<file path="config.mk">
export PLATFORM = sky130hd
export DESIGN_NAME = mem_arbiter_flat
export DESIGN_NICKNAME = d
export VERILOG_FILES = /design/src/rtl/mem_arbiter_if.sv /design/src/rtl/mem_arbiter.sv /design/src/flat_wrapper.sv
export SDC_FILE = /design/constraint.sdc
export NUM_CORES = 1
export LEC_CHECK = 0
export CORE_MARGIN = 5
export CORE_UTILIZATION = 30
export CTS_CLUSTER_DIAMETER = 40
export DETAILED_ROUTE_END_ITERATION = 8
export GPL_ROUTABILITY_DRIVEN = 1
export GPL_TIMING_DRIVEN = 0
export PLACE_DENSITY = 0.78
export SLEW_MARGIN = 20
export SYNTH_ARGS = -nofsm -noshare
export SYNTH_HDL_FRONTEND = slang
export SYNTH_SLANG_ARGS = --single-unit
</file>
<file path="constraint.sdc">
create_clock -name clk -period 1.85 [get_ports clk]
set_input_delay 0.37 -clock clk [delete_from_list [all_inputs] [get_ports clk]]
set_output_delay 0.37 -clock clk [all_outputs]
set_load 0.005 [all_outputs]
</file>
<file path="src/rtl/mem_arbiter_if.sv">
// mem_arbiter_if: cache-side request/fill signals and memory bus of the memory arbiter.
interface mem_arbiter_if #(
  parameter int ADDR_W = 16,
  parameter int DATA_W = 16,
  parameter int WORDS  = 8
);
  localparam int WB = $clog2(WORDS);
  logic              icache_miss;
  logic [ADDR_W-1:0] icache_addr;
  logic              dcache_miss;
  logic [ADDR_W-1:0] dcache_addr;
  logic              dcache_wr;
  logic [ADDR_W-1:0] dcache_wr_addr;
  logic [DATA_W-1:0] dcache_wr_data;
  logic              dcache_wr_ack;
  logic              mem_en;
  logic              mem_wr;
  logic [ADDR_W-1:0] mem_addr;
  logic [DATA_W-1:0] mem_wdata;
  logic [DATA_W-1:0] mem_rdata;
  logic              mem_data_valid;
  logic              fill_valid;
  logic              fill_target;
  logic [WB-1:0]     fill_word;
  logic [DATA_W-1:0] fill_data;
  logic              fill_done;
  logic              busy;
  modport master (
    input  icache_miss, icache_addr, dcache_miss, dcache_addr, dcache_wr, dcache_wr_addr,
           dcache_wr_data, mem_rdata, mem_data_valid,
    output dcache_wr_ack, mem_en, mem_wr, mem_addr, mem_wdata, fill_valid, fill_target,
           fill_word, fill_data, fill_done, busy
  );
  modport slave (
    output icache_miss, icache_addr, dcache_miss, dcache_addr, dcache_wr, dcache_wr_addr,
           dcache_wr_data, mem_rdata, mem_data_valid,
    input  dcache_wr_ack, mem_en, mem_wr, mem_addr, mem_wdata, fill_valid, fill_target,
           fill_word, fill_data, fill_done, busy
  );
endinterface

</file>
<file path="src/rtl/mem_arbiter.sv">
// mem_arbiter: shares pipelined main memory between I-cache fills, D-cache fills and D-cache stores.
module mem_arbiter #(
  parameter int ADDR_W      = 16,
  parameter int DATA_W      = 16,
  parameter int WORDS       = 8,
  parameter int MEM_LATENCY = 4
) (
  input logic          clk,
  input logic          rst,
  mem_arbiter_if.master bus
);
  localparam int WB = $clog2(WORDS);
  localparam int OB = $clog2(2 * WORDS);
  if (WORDS < 2 || MEM_LATENCY < 1) begin : g_bad_params
    $error("mem_arbiter: WORDS must be >= 2 and MEM_LATENCY >= 1");
  end
  typedef enum logic [1:0] {IDLE, WRITE, FILL, DONE} state_t;
  state_t            state, state_n;
  logic [ADDR_W-1:0] addr_q, base;
  logic [DATA_W-1:0] wdata_q;
  logic              target_q;
  logic [WB:0]       issue;
  logic [WB-1:0]     ret;
  logic              issuing, beat;
  assign base = {addr_q[ADDR_W-1:OB], OB'(0)};
  always_ff @(posedge clk) begin
    if (rst) begin
      state    <= IDLE;
      addr_q   <= '0;
      wdata_q  <= '0;
      target_q <= 1'b0;
      issue    <= '0;
      ret      <= '0;
    end else begin
      state <= state_n;
      if (state == IDLE) begin
        addr_q   <= bus.dcache_wr ? bus.dcache_wr_addr : bus.dcache_miss ? bus.dcache_addr : bus.icache_addr;
        wdata_q  <= bus.dcache_wr_data;
        target_q <= bus.dcache_wr | bus.dcache_miss;
        issue    <= '0;
        ret      <= '0;
      end else if (state == FILL) begin
        if (!issue[WB]) issue <= issue + (WB+1)'(1);
        if (bus.mem_data_valid) ret <= ret + WB'(1);
      end
    end
  end
  // issue[WB] marks all WORDS reads sent; returns keep arriving while it is set
  always_comb begin
    issuing = state == FILL && !issue[WB];
    beat    = state == FILL && bus.mem_data_valid;
    state_n = state == IDLE  ? (bus.dcache_wr ? WRITE : (bus.dcache_miss | bus.icache_miss) ? FILL : IDLE)
            : state == WRITE ? IDLE
            : state == FILL  ? ((beat && &ret) ? DONE : FILL)
            : IDLE;
    bus.mem_en        = state == WRITE || issuing;
    bus.mem_wr        = state == WRITE;
    bus.mem_addr      = state == WRITE ? addr_q : issuing ? base + ADDR_W'({issue[WB-1:0], 1'b0}) : '0;
    bus.mem_wdata     = state == WRITE ? wdata_q : '0;
    bus.dcache_wr_ack = state == WRITE;
    bus.fill_valid    = beat;
    bus.fill_word     = beat ? ret : '0;
    bus.fill_data     = beat ? bus.mem_rdata : '0;
    bus.fill_target   = (state == FILL || state == DONE) && target_q;
    bus.fill_done     = state == DONE;
    bus.busy          = state != IDLE;
  end
endmodule

</file>
<file path="src/flat_wrapper.sv">
// flat-port wrapper written by rule: the top's interface ports become plain ports
module mem_arbiter_flat 
#(
  parameter int ADDR_W      = 16,
  parameter int DATA_W      = 16,
  parameter int WORDS       = 8,
  parameter int MEM_LATENCY = 4
)
  (clk, rst, bus_icache_miss, bus_icache_addr, bus_dcache_miss, bus_dcache_addr, bus_dcache_wr, bus_dcache_wr_addr, bus_dcache_wr_data, bus_mem_rdata, bus_mem_data_valid, bus_dcache_wr_ack, bus_mem_en, bus_mem_wr, bus_mem_addr, bus_mem_wdata, bus_fill_valid, bus_fill_target, bus_fill_word, bus_fill_data, bus_fill_done, bus_busy);
  mem_arbiter_if #(.ADDR_W(ADDR_W), .DATA_W(DATA_W), .WORDS(WORDS)) bus_i ();
  input logic clk;
  input logic rst;
  input wire logic [$bits(bus_i.icache_miss)-1:0] bus_icache_miss;
  input wire logic [$bits(bus_i.icache_addr)-1:0] bus_icache_addr;
  input wire logic [$bits(bus_i.dcache_miss)-1:0] bus_dcache_miss;
  input wire logic [$bits(bus_i.dcache_addr)-1:0] bus_dcache_addr;
  input wire logic [$bits(bus_i.dcache_wr)-1:0] bus_dcache_wr;
  input wire logic [$bits(bus_i.dcache_wr_addr)-1:0] bus_dcache_wr_addr;
  input wire logic [$bits(bus_i.dcache_wr_data)-1:0] bus_dcache_wr_data;
  input wire logic [$bits(bus_i.mem_rdata)-1:0] bus_mem_rdata;
  input wire logic [$bits(bus_i.mem_data_valid)-1:0] bus_mem_data_valid;
  output wire logic [$bits(bus_i.dcache_wr_ack)-1:0] bus_dcache_wr_ack;
  output wire logic [$bits(bus_i.mem_en)-1:0] bus_mem_en;
  output wire logic [$bits(bus_i.mem_wr)-1:0] bus_mem_wr;
  output wire logic [$bits(bus_i.mem_addr)-1:0] bus_mem_addr;
  output wire logic [$bits(bus_i.mem_wdata)-1:0] bus_mem_wdata;
  output wire logic [$bits(bus_i.fill_valid)-1:0] bus_fill_valid;
  output wire logic [$bits(bus_i.fill_target)-1:0] bus_fill_target;
  output wire logic [$bits(bus_i.fill_word)-1:0] bus_fill_word;
  output wire logic [$bits(bus_i.fill_data)-1:0] bus_fill_data;
  output wire logic [$bits(bus_i.fill_done)-1:0] bus_fill_done;
  output wire logic [$bits(bus_i.busy)-1:0] bus_busy;
  assign bus_i.icache_miss = bus_icache_miss;
  assign bus_i.icache_addr = bus_icache_addr;
  assign bus_i.dcache_miss = bus_dcache_miss;
  assign bus_i.dcache_addr = bus_dcache_addr;
  assign bus_i.dcache_wr = bus_dcache_wr;
  assign bus_i.dcache_wr_addr = bus_dcache_wr_addr;
  assign bus_i.dcache_wr_data = bus_dcache_wr_data;
  assign bus_i.mem_rdata = bus_mem_rdata;
  assign bus_i.mem_data_valid = bus_mem_data_valid;
  assign bus_dcache_wr_ack = bus_i.dcache_wr_ack;
  assign bus_mem_en = bus_i.mem_en;
  assign bus_mem_wr = bus_i.mem_wr;
  assign bus_mem_addr = bus_i.mem_addr;
  assign bus_mem_wdata = bus_i.mem_wdata;
  assign bus_fill_valid = bus_i.fill_valid;
  assign bus_fill_target = bus_i.fill_target;
  assign bus_fill_word = bus_i.fill_word;
  assign bus_fill_data = bus_i.fill_data;
  assign bus_fill_done = bus_i.fill_done;
  assign bus_busy = bus_i.busy;
  mem_arbiter #(.ADDR_W(ADDR_W), .DATA_W(DATA_W), .WORDS(WORDS), .MEM_LATENCY(MEM_LATENCY)) u_core (.clk(clk), .rst(rst), .bus(bus_i));
endmodule
</file>
# Word-level counts from Yosys, hierarchy flattened
# Cells that the tools add are included.
[totals]
register_bits = 42
in_bits = 86
output_inout_bits = 58
word_cells = 43
[op_classes]
add_sub_neg = 3
eq_ne = 3
n_mux = 14
n_bitwise = 3
reduce_logical = 13
[op_table]
columns = ["operator", "n"]
rows = [
  ["$mux 16", 6],
  ["$add 16x4->16", 1],
  ["$mux 2", 5],
  ["$add 4x1->4 const B", 1],
  ["$eq 2x2->1 const B", 2],
  ["$logic_and 1x1->1", 4],
  ["$mux 4", 1],
  ["$reduce_and 2->1", 2],
  ["$add 3x1->3 const B", 1],
  ["$mux 3", 1],
  ["$reduce_and 3->1", 1],
  ["$eq 2x1->1 const B", 1],
  ["$logic_not 2->1", 1],
  ["$logic_or 1x1->1", 2],
  ["$or 1x1->1", 2],
  ["$reduce_bool 2->1", 1],
  ["$reduce_or 2->1", 1],
  ["$logic_not 1->1", 1],
  ["$mux 1", 1],
  ["$not 1->1", 1],
]

# Logic depth before layout (Yosys ltp)
[logic_depth]
word_depth = 7
ltp_mapped = 6
ltp_nobuf = 4

# Worst setup path before layout
# No wires, ideal clock.
[synth_path]
path_kind = "reg2out"
start = "register u_core.state[0]"
end = "output port bus_fill_data[10]"
arrival_ns = 1.088
required_ns = 1.480
path_slack_ns = 0.392
stages_incl_launch_ff = 6
path_buffers = 3
path_cell_list = "dfxtp_1 clkbuf_8 and3b_1 buf_2 buf_2 and2_1"
[synth_between]
elab_chain_cells = 3
[synth_lines]
columns = ["element", "line_no", "text"]
rows = [
  ["from (decl)", "mem_arbiter.sv:18", "state_t state, state_n;"],
  ["from (signal assigned)", "mem_arbiter.sv:35", "state <= state_n;"],
  ["$eq 2x2->1", "mem_arbiter.sv:51", "beat = state == FILL && bus.mem_data_valid;"],
  ["$logic_and 1x1->1", "mem_arbiter.sv:51", ""],
  ["net bus_fill_valid", "flat_wrapper.sv:27", "output wire logic [$bits(bus_i.fill_valid)-1:0] bus_fill_valid;"],
  ["$mux 16", "mem_arbiter.sv:63", "bus.fill_data = beat ? bus.mem_rdata : '0;"],
  ["to (decl)", "flat_wrapper.sv:30", "output wire logic [$bits(bus_i.fill_data)-1:0] bus_fill_data;"],
]
# The timed path passes the listed nets, and every way through them passes these cells.

# Final worst setup path
[layout_path]
start = "register u_core.state[0]"
end = "output port bus_mem_addr[7]"
[layout_between]
elab_chain_cells = 4
elab_cells_between_ends = 5
classes_between = "eq/ne: 2; mux: 2; reduce/logical: 1"
[layout_lines]
columns = ["element", "line_no", "text"]
rows = [
  ["$eq 2x2->1", "mem_arbiter.sv:50", "issuing = state == FILL && !issue[WB];"],
  ["$logic_and 1x1->1", "mem_arbiter.sv:50", ""],
  ["$mux 16", "mem_arbiter.sv:58", "bus.mem_addr = state == WRITE ? addr_q : issuing ? base + ADDR_W'({issue[WB-1:0], 1'b0}) : '0;"],
  ["$mux 16 *", "mem_arbiter.sv:58", ""],
  ["to (decl)", "flat_wrapper.sv:25", "output wire logic [$bits(bus_i.mem_addr)-1:0] bus_mem_addr;"],
]
# Every way passes the cells marked *; elsewhere a longest branch is shown, timed or not.

==> qor.txt <==
Post-Synth Adder-Cell Area: 0.0160
RSZ-0062 raised after global routing: true
Required @ worst endpoint: 1.48 ns
GRT Residual Overflow: 0
Min Tclk post-route: 1.99 ns
Vias per cell: 4.61
Launching point of the worst reg2reg path: u_core.state[1]$_SDFF_PP0_
Initial antenna violation count: 0
Final Max Slew Viols: 0
Main area contributors after synthesis: dfxtp_1 (36%), and2_1 (10%), nand2_1 (8.0%)
Max Cap Viol: 0
Post-synth top area share: 0.358
Placed Cells: 529
Vias in the first global route: 2822
Non-filler instance count after layout: 572
Final period util: 1.07
Failing checks: setup timing
Most common cell in the netlist: nand2_1
Netlist cell types: 35
Arrival @ worst endpoint: 1.62 ns
Die area: 0.00969 mm²
Type of the most critical hold path: in2reg
Worst R2R Path Depth: 6
Post-synthesis simple-gate area fraction: 0.304
ANT cells: 0
Leak pwr: 1.90 nW
Hold violation count in the final report: 0
FMAX: 503 MHz
Worst-path clk slew: 0.08 ns
Mapped Area: 0.00235 mm²
Via Count: 2639
Largest net degree at the start of global routing: 17
Largest family of logic cells by synthesized area: simple AND/OR/NAND/NOR gates
Post-Route Utilization: 0.561
WL per Instance: 14.1 µm
Final setup vio count: 16
Die height: 98.5 µm
Num rows: 32
Worst r2r dst: u_core.wdata_q[12]$_SDFFE_PP0P_
XOR/XNOR Fraction of Synth Area: 0.00373
Hold Path Cell Cnt: 2
Initial Util: 0.305
Main flop type after synthesis: dfxtp_1
Final ANT Viol Nets: 0
Synth top cells by count: nand2_1 (50), dfxtp_1 (42), and2_1 (38), a21oi_1 (33)
HP Start: rst
Dpl hpwl: 5860 µm
Crit path kind: reg2out
Async SR Flop Fraction: 0
Register area share after synthesis: 0.358
Kind of end point of the critical path: primary output
Root buffer cell: clkbuf_8
Worst slew pin tran: 0.475 ns
Pwr Density: 552 mW/mm²
Pre-CTS setup slack: -0.527 ns
CTS tree: yes
Buffers added on ports: 141
CTS max path bufs: 2
Rel. slew slack: 0.683
Worst Hold Path EP: u_core.ret[0]$_SDFFE_PP0N_
Mean cell area of the mapped netlist: 8.21 µm²
Clock Latency Late Sink: 0.29 ns
Die width: 98.5 µm
Share of cells above drive strength 1: 0.349
Synth warn: 0
Multiplexer area fraction after synthesis: 0.0896
Core area: 0.00769 mm²
Total GRT Usage: 0.167
Syn_nets: 375
WL final: 8050 µm
Yosys top cell by area: dfxtp_1
H-tree levels: 2
Compound-cell area share of the yosys netlist: 0.156
Status: complete, but fails checks
DRC Markers: 0
Crit Path Max Fanout: 6
First-pass GRT wire length: 13300 µm
Worst vdd ir: 248 µV
CTS sink cnt: 42
Post-Syn Instances: 286
I/O pin cnt: 144
R2R setup slack: 0.39 ns
Router iterations before antenna repair: 4
Tot Pwr: 2.38 mW
CP Launch Type: flop
Area growth syn-to-layout: 83.7%
Worst Slack Setup Final: -0.136 ns
Cts bufs inserted: 5
Setup Skew: 0.00226 ns
Final GP Congestion: 0.787
Final nets: 558
Post-synth EDFFs: 0
Synthesized flop and latch total: 42
Initial DRC count: 45
Hold Buf Count CTS: 0
-- kinds of logic (layout without fill, tap and decap cells) --
logic type,count (synthesis),in the layout
compound gates,59,59
buf+inv,29,213
xor+xnor,1,1
simple gates,133,133
fa+ha+maj,3,3
mux,19,19
flops,42,42
-- cell usage in the layout, fill, tap and decap left out, types with 2 or more instances in the layout --
master / instances
ha_1: 3
and2_4: 17
clkdlybuf4s50_1: 82
nor2b_4: 4
dlygate4sd2_1: 6
buf_12: 2
nor2_4: 2
a21oi_1: 33
a22oi_1: 2
nor3_1: 5
mux2i_1: 3
dfxtp_4: 2
buf_4: 20
clkbuf_8: 9
buf_2: 43
and2_1: 21
clkbuf_1: 6
a22o_1: 3
o211ai_1: 16
nor2_1: 4
nand2_1: 50
buf_6: 40
dfxtp_1: 40
mux2_2: 16
nor2b_1: 8
nand2b_1: 15
-- registers in the layout, indices dropped and copies added, names as in the netlist --
| signal | cells |
|---|---|
| u_core.addr_q | 16 |
| u_core.issue | 4 |
| u_core.ret | 3 |
| u_core.state | 2 |
| u_core.target_q | 1 |
| u_core.wdata_q | 16 |
-- layer usage --
| layer | wire length [µm] | share of wire | track usage |
|---|---|---|---|
| met2 | 4090 | 0.51 | 0.296 |
| met5 | 0 | 0 | 0 |
| met3 | 611 | 0.076 | 0.0602 |
| met1 | 3240 | 0.40 | 0.193 |
| met4 | 112 | 0.014 | 0.0357 |
-- worst max path at each step --
stage,start,endpoint,slack (ns),cells past startpoint
4_1_cts,u_core.state[0]$_SDFF_PP0_,bus_mem_addr[8],-0.19,8
3_5_place_dp,bus_mem_data_valid,bus_fill_word[2],-0.53,6
3_3_place_gp,bus_mem_data_valid,bus_fill_word[2],-0.51,6
2_1_floorplan,u_core.state[0]$_SDFF_PP0_,bus_fill_data[10],0.39,5
5_1_grt,u_core.state[0]$_SDFF_PP0_,bus_mem_addr[9],-0.20,7
6_report,u_core.state[0]$_SDFF_PP0_,bus_mem_addr[7],-0.14,7
-- where the power goes --
| part | internal (mW) | switching [mW] |
|---|---|---|
| combinational | 0.468 | 0.293 |
| sequential | 0.974 | 0.0379 |
| clock | 0.301 | 0.305 |
-- what timing repair did --
action	in CTS	in global routing
setup buffers	36	6
setup endpoints to repair	56	55
pin swaps	27	3
gates cloned	4	0
resized for setup	294	19
-- worst max-delay path, cell delays in order (launching register included) --
cell and delay (ns):
dfxtp_4 0.39, nor2b_4 0.24, buf_4 0.16, nor2_4 0.04, buf_6 0.14, buf_6 0.13, nor2b_1 0.11, buf_2 0.13
-- layout make-up --
type / count / area [µm²]
timing repair buffer: 182 / 1660
buffer: 20 / 140
clock buffer: 7 / 86.3
fill: 724 / 3380
sequential: 42 / 848
tap: 102 / 128
clock inverter: 1 / 5.00
multi-input combinational: 215 / 1420
inverter: 3 / 16.3
-- metrics by stage --
stage	TNS [ns]	hold slack, ns	instance area [µm²]
finish	-1.46	0.291	4310
global route	-3.04	0.286	4310
CTS	-5.02	0.278	4330
detailed placement	-18.81	0.440	3890
global placement	-16.91	0.433	3890
floorplan	0	0.427	2350
Note: power is estimated with default switching activity, not from simulation.
==> variant 1 (config.mk and constraints unchanged) <==
`ADDR_W` is set to 16 in 3 places; all go to 17.
--- a/src/rtl/mem_arbiter_if.sv
+++ b/src/rtl/mem_arbiter_if.sv
@@ -1,5 +1,5 @@
 // mem_arbiter_if: cache-side request/fill signals and memory bus of the memory arbiter.
 interface mem_arbiter_if #(
-  parameter int ADDR_W = 16,
+  parameter int ADDR_W = 17,
   parameter int DATA_W = 16,
   parameter int WORDS  = 8
--- a/src/rtl/mem_arbiter.sv
+++ b/src/rtl/mem_arbiter.sv
@@ -1,5 +1,5 @@
 // mem_arbiter: shares pipelined main memory between I-cache fills, D-cache fills and D-cache stores.
 module mem_arbiter #(
-  parameter int ADDR_W      = 16,
+  parameter int ADDR_W      = 17,
   parameter int DATA_W      = 16,
   parameter int WORDS       = 8,
--- a/src/flat_wrapper.sv
+++ b/src/flat_wrapper.sv
@@ -2,5 +2,5 @@
 module mem_arbiter_flat 
 #(
-  parameter int ADDR_W      = 16,
+  parameter int ADDR_W      = 17,
   parameter int DATA_W      = 16,
   parameter int WORDS       = 8,
Interface: changed (resized bus_dcache_addr, bus_dcache_wr_addr, bus_icache_addr and bus_mem_addr); port bits go from 144 to 148. The function was not compared with the original's and may differ.
==> variant 1 against the unedited design <==
- worst setup slack got worse by 9.9 ps
- critical path type unchanged
- non-clock buffer count down 5
- sequential cell count increased by 1
- final area rose by 0.81%
- the flow still finishes with violations (setup timing)
- synthesized area grew 2.3%
- synthesized cell count grew 2.8%
- routed wire length is 9.7% higher
- global-route usage increased by 0.35 points
- die area is 2.1% higher
- total power is 7.5% higher
- clock power increased by 26%
==> variant 1: results (changes against the unedited design) <==
.. list-table::
   :header-rows: 1

   * - Metric
     - Value
   * - Insertion delay to the later sink of the worst-skew pair
     - 310 ps (was 290 ps)
   * - Cell count after synthesis
     - 294 (was 286)
   * - Leakage component of the power
     - 1.893 nW (was 1.899 nW)
   * - Clock tree skew after final layout
     - 14.64 ps (was 2.262 ps)
   * - Final std cells w/o fill
     - 575 (was 572)
   * - Synth Net Count
     - 386 (was 375)
   * - Post-synthesis sequential area ratio
     - 0.3583 (was 0.3582)
   * - Setup-violating endpoint count in the final report
     - 36 (was 16)
   * - Port Buffers
     - 144 (was 141)
   * - Max stage delay cell, worst path
     - sky130_fd_sc_hd__dfxtp_2 (was sky130_fd_sc_hd__dfxtp_4)
   * - Number of DRC markers after the initial detailed-route iteration
     - 113 (was 45)
   * - GR met1 Demand/Resource
     - 0.1949 (was 0.1931)
   * - Cell area reported after detailed placement
     - 3971 sq um (was 3886 sq um)
   * - Routing usage on met3
     - 0.03506 (was 0.06016)
   * - Number of setup buffers added after CTS
     - 19 (was 36)
   * - Vias in the first global route
     - 2687 (was 2822)
   * - Peak supply drop
     - 0.3173 mV (was 0.2481 mV)
   * - Delay of the slowest cell on the worst path
     - 340 ps (was 390 ps)
   * - Area fraction in compound gates after synthesis
     - 0.1573 (was 0.1557)
   * - Setup_tns
     - -2360 ps (was -1463 ps)
   * - Adder-Cell Fraction of Synth Area
     - 0.01563 (was 0.01599)
   * - Slack of the critical path
     - -146.1 ps (was -136.2 ps)
   * - Max-slew headroom at the worst pin
     - 0.6459 (was 0.6834)
   * - Violated checks
     - setup timing (unchanged)
   * - Pin count of the biggest net entering global routing
     - 16 (was 17)
   * - Mux cell area share after synthesis
     - 0.09219 (was 0.08955)
   * - Number of antenna violations at the first check in global routing
     - 1 (was 0)
   * - Top cells by area, synth
     - sky130_fd_sc_hd__dfxtp_1 36%, sky130_fd_sc_hd__and2_1 9.9%, sky130_fd_sc_hd__nand2_1 8.0% (was sky130_fd_sc_hd__dfxtp_1 36%, sky130_fd_sc_hd__and2_1 10%, sky130_fd_sc_hd__nand2_1 8.0%)
   * - Status
     - finished with violations (unchanged)
   * - Met2 layer usage reported by global route
     - 0.3140 (was 0.2964)
   * - Xor and xnor area share after synthesis
     - 0.003646 (was 0.003731)
   * - PostCTS Resize Cnt
     - 287 (was 294)
   * - Detailed Route WL
     - 8838 um (was 8054 um)
   * - Sum of net half-perimeters after detailed placement
     - 6434 um (was 5865 um)
variant 1: path summary, 6_finish.rpt:
| check | from | endpoint | slack, ps | depth (start not counted) |
|---|---|---|---|---|
| hold / removal | rst | u_core.ret[0] | 430 | 2 |
| setup reg to reg | u_core.state[0] | u_core.addr_q[0] | 190 | 9 |
| setup / recovery | u_core.state[0] | bus_mem_addr[2] | -150 | 7 |
| hold reg to reg | u_core.addr_q[7] | u_core.addr_q[7] | 450 | 2 |
variant 1: report_power, final:
part           switching [mW]  internal (mW)
registers              0.0352          0.998
logic                   0.302          0.455
clock network           0.356          0.409
total                   0.693           1.86
variant 1: cell type report:
type,instances,area [sq um]
antenna,1,2.502
buffer,24,171.4
clock buffer,5,68.82
clock inverter,3,47.55
fill,693,3421
inverter,3,16.27
multi-input combinational,221,1469
sequential,43,863.3
tap,102,127.6
timing repair buffer,173,1580
variant 1: layer usage:
layer	share of wire	wire (um)
met4	0.018	160
met3	0.058	513
met5	0	0
met1	0.39	3474
met2	0.53	4691
==> variant 2 (same flow settings) <==
Without the edit above. Reset style: asynchronous (`rst`), changed in one clocked block.
--- a/src/rtl/mem_arbiter.sv
+++ b/src/rtl/mem_arbiter.sv
@@ -24,5 +24,5 @@
   logic              issuing, beat;
   assign base = {addr_q[ADDR_W-1:OB], OB'(0)};
-  always_ff @(posedge clk) begin
+  always_ff @(posedge clk or posedge rst) begin
     if (rst) begin
       state    <= IDLE;
Check against the original RTL: differs if rst is asserted again (counterexample within 4 cycles, from zero or initial values and one cycle with rst high); with rst held inactive, the same outputs for 10 cycles.
==> variant 2 against the unedited design <==
- the flow still finishes with violations (setup timing)
- worst setup slack lost 16 ps
- critical endpoint unchanged
- clock skew grew 2.3 ps
- final area grew 7.0%
- routed wire length grew 13%
- synthesized area grew 2.6%
- sequential cell count is the same
- via count is the same
- largest cell class unchanged
Power is not compared: it rests on default switching activity, and its combinational part moved more than twofold at a synthesized area within 25%.
==> variant 2: results (changes against the unedited design) <==
.. list-table::
   :header-rows: 1

   * - Metric
     - Value
   * - Met2 layer usage reported by global route
     - 0.3182 (was 0.2964)
   * - First-pass GRT wire length
     - 14020 um (was 13320 um)
   * - Clock tree skew after final layout
     - 4.549 ps (was 2.262 ps)
   * - Netlist cell types
     - 30 (was 35)
   * - Pin count of the biggest net entering global routing
     - 23 (was 17)
   * - Slack of the critical path
     - -151.9 ps (was -136.2 ps)
   * - Number of optimization iterations in the first detailed-route pass
     - 5 (was 4)
   * - Violated checks
     - setup timing (unchanged)
   * - Worst setup path start
     - u_core.state[1] (was u_core.state[0])
   * - Share of synthesized flip-flops with an asynchronous set or reset
     - 1.000 (was 0)
   * - Via count normalized by instance count
     - 4.638 (was 4.614)
   * - Detailed Route WL
     - 9129 um (was 8054 um)
   * - Sum of net half-perimeters after detailed placement
     - 6134 um (was 5865 um)
   * - Proportion of layout cells with a drive suffix above 1
     - 0.3790 (was 0.3489)
   * - Top cells by area, synth
     - sky130_fd_sc_hd__dfrtp_1 44%, sky130_fd_sc_hd__nand2_1 12%, sky130_fd_sc_hd__and2_1 9.6% (was sky130_fd_sc_hd__dfxtp_1 36%, sky130_fd_sc_hd__and2_1 10%, sky130_fd_sc_hd__nand2_1 8.0%)
   * - Post-synthesis sequential area ratio
     - 0.4364 (was 0.3582)
   * - Setup-violating endpoint count in the final report
     - 40 (was 16)
   * - Setup slack on the worst flop-to-flop path
     - 100 ps (was 390 ps)
   * - Worst hold-check path type
     - input pin to async pin (was input pin to register)
   * - Worst-Margin Slew
     - 520.1 ps (was 474.9 ps)
   * - NumNets Final
     - 555 (was 558)
   * - Synth Net Count
     - 362 (was 375)
   * - Total Routing Usage GR
     - 0.1778 (was 0.1671)
   * - Logic depth of the worst register-to-register path
     - 9 (was 6)
   * - RD Place Congestion
     - 0.7306 (was 0.7865)
   * - GR met1 Demand/Resource
     - 0.2031 (was 0.1931)
   * - Largest fanout of any net on the critical path
     - 5 (was 6)
   * - R2R Path End
     - u_core.addr_q[14] (was u_core.wdata_q[12])
   * - Dpl ws
     - -619.4 ps (was -527.1 ps)
   * - Top cells by instance count after synthesis
     - 75 x sky130_fd_sc_hd__nand2_1, 42 x sky130_fd_sc_hd__dfrtp_1, 37 x sky130_fd_sc_hd__and2_1 (was 50 x sky130_fd_sc_hd__nand2_1, 42 x sky130_fd_sc_hd__dfxtp_1, 38 x sky130_fd_sc_hd__and2_1)
   * - Status
     - finished with violations (unchanged)
variant 2: cell count changes after synthesis, sizes merged, moves of 5 or more:
cell	unedited run	this run
a21oi	33	3
dfrtp	0	42
dfxtp	42	0
mux2	16	0
mux2i	3	16
nand2	50	75
nand2b	16	0
nand3	1	16
o21ai	1	6
variant 2: what timing repair did:
| action | in CTS | in global routing |
|---|---|---|
| pin swaps | 27 | 13 |
| resized for setup | 300 | 51 |
| gates cloned | 3 | 0 |
| setup buffers | 34 | 12 |
| endpoints found under the setup margin | 58 | 57 |
variant 2: layout make-up:
cell class                      instances  area (sq um)
Buffer                                 16         117.6
Clock buffer                            7         86.33
Clock inverter                          1         5.005
Fill cell                             693          3154
Inverter                                6         33.78
Multi-Input combinational cell        205          1365
Sequential cell                        42          1054
Tap cell                              102         127.6
Timing Repair Buffer                  190          1824
variant 2: worst max-delay path, cell delays in order (launching register included):
cell	delay, ps
sky130_fd_sc_hd__dfrtp_1	390
sky130_fd_sc_hd__buf_6	140
sky130_fd_sc_hd__nor2b_4	160
sky130_fd_sc_hd__buf_6	120
sky130_fd_sc_hd__a21oi_4	30
sky130_fd_sc_hd__buf_6	120
sky130_fd_sc_hd__buf_6	130
sky130_fd_sc_hd__nor2b_1	120
sky130_fd_sc_hd__buf_2	130
variant 2: kinds of logic (layout without fill, tap and decap cells):
group,Yosys count,after routing,share of synthesized area
AOI/OAI and AO/OA,34,34,0.1221
muxes,16,16,0.06649
and+or+nand+nor,152,152,0.3075
adders and majority gates,3,3,0.01559
buffers and inverters,26,220,0.05195
DFF,42,42,0.4364
variant 2: per-stage QoR:
step / util / cell area (sq um) / instances / setup TNS [ps] / total power [mW]
2_1_floorplan: - / 2409 / 273 / 0 / 2.994
3_3_place_gp: 0.5095 / 3958 / 517 / -40120 / 4.268
3_5_place_dp: 0.5130 / 3985 / 518 / -22030 / 4.347
4_1_cts: 0.5617 / 4363 / 561 / -3204 / 5.375
5_1_grt: 0.5939 / 4613 / 569 / -6202 / 6.220
6_report: 0.5939 / 4613 / 569 / -3775 / 5.767
variant 2: per-layer routing:
metal	vias to the layer above	routed length [um]
li1	1295	-
met5	-	0
met2	94	4840
met1	1243	3608
met4	0	76
met3	7	603
variant 2: worst min path at each step:
| stage | from | endpoint | cells past startpoint |
|---|---|---|---|
| final | rst | u_core.addr_q[3] | 2 |
| after global routing | rst | u_core.wdata_q[15] | 2 |
| after CTS | rst | u_core.wdata_q[15] | 2 |
| after detailed placement | u_core.wdata_q[2] | u_core.wdata_q[2] | 2 |
| after global placement | u_core.target_q | u_core.target_q | 2 |
| after floorplan | u_core.target_q | u_core.target_q | 2 |
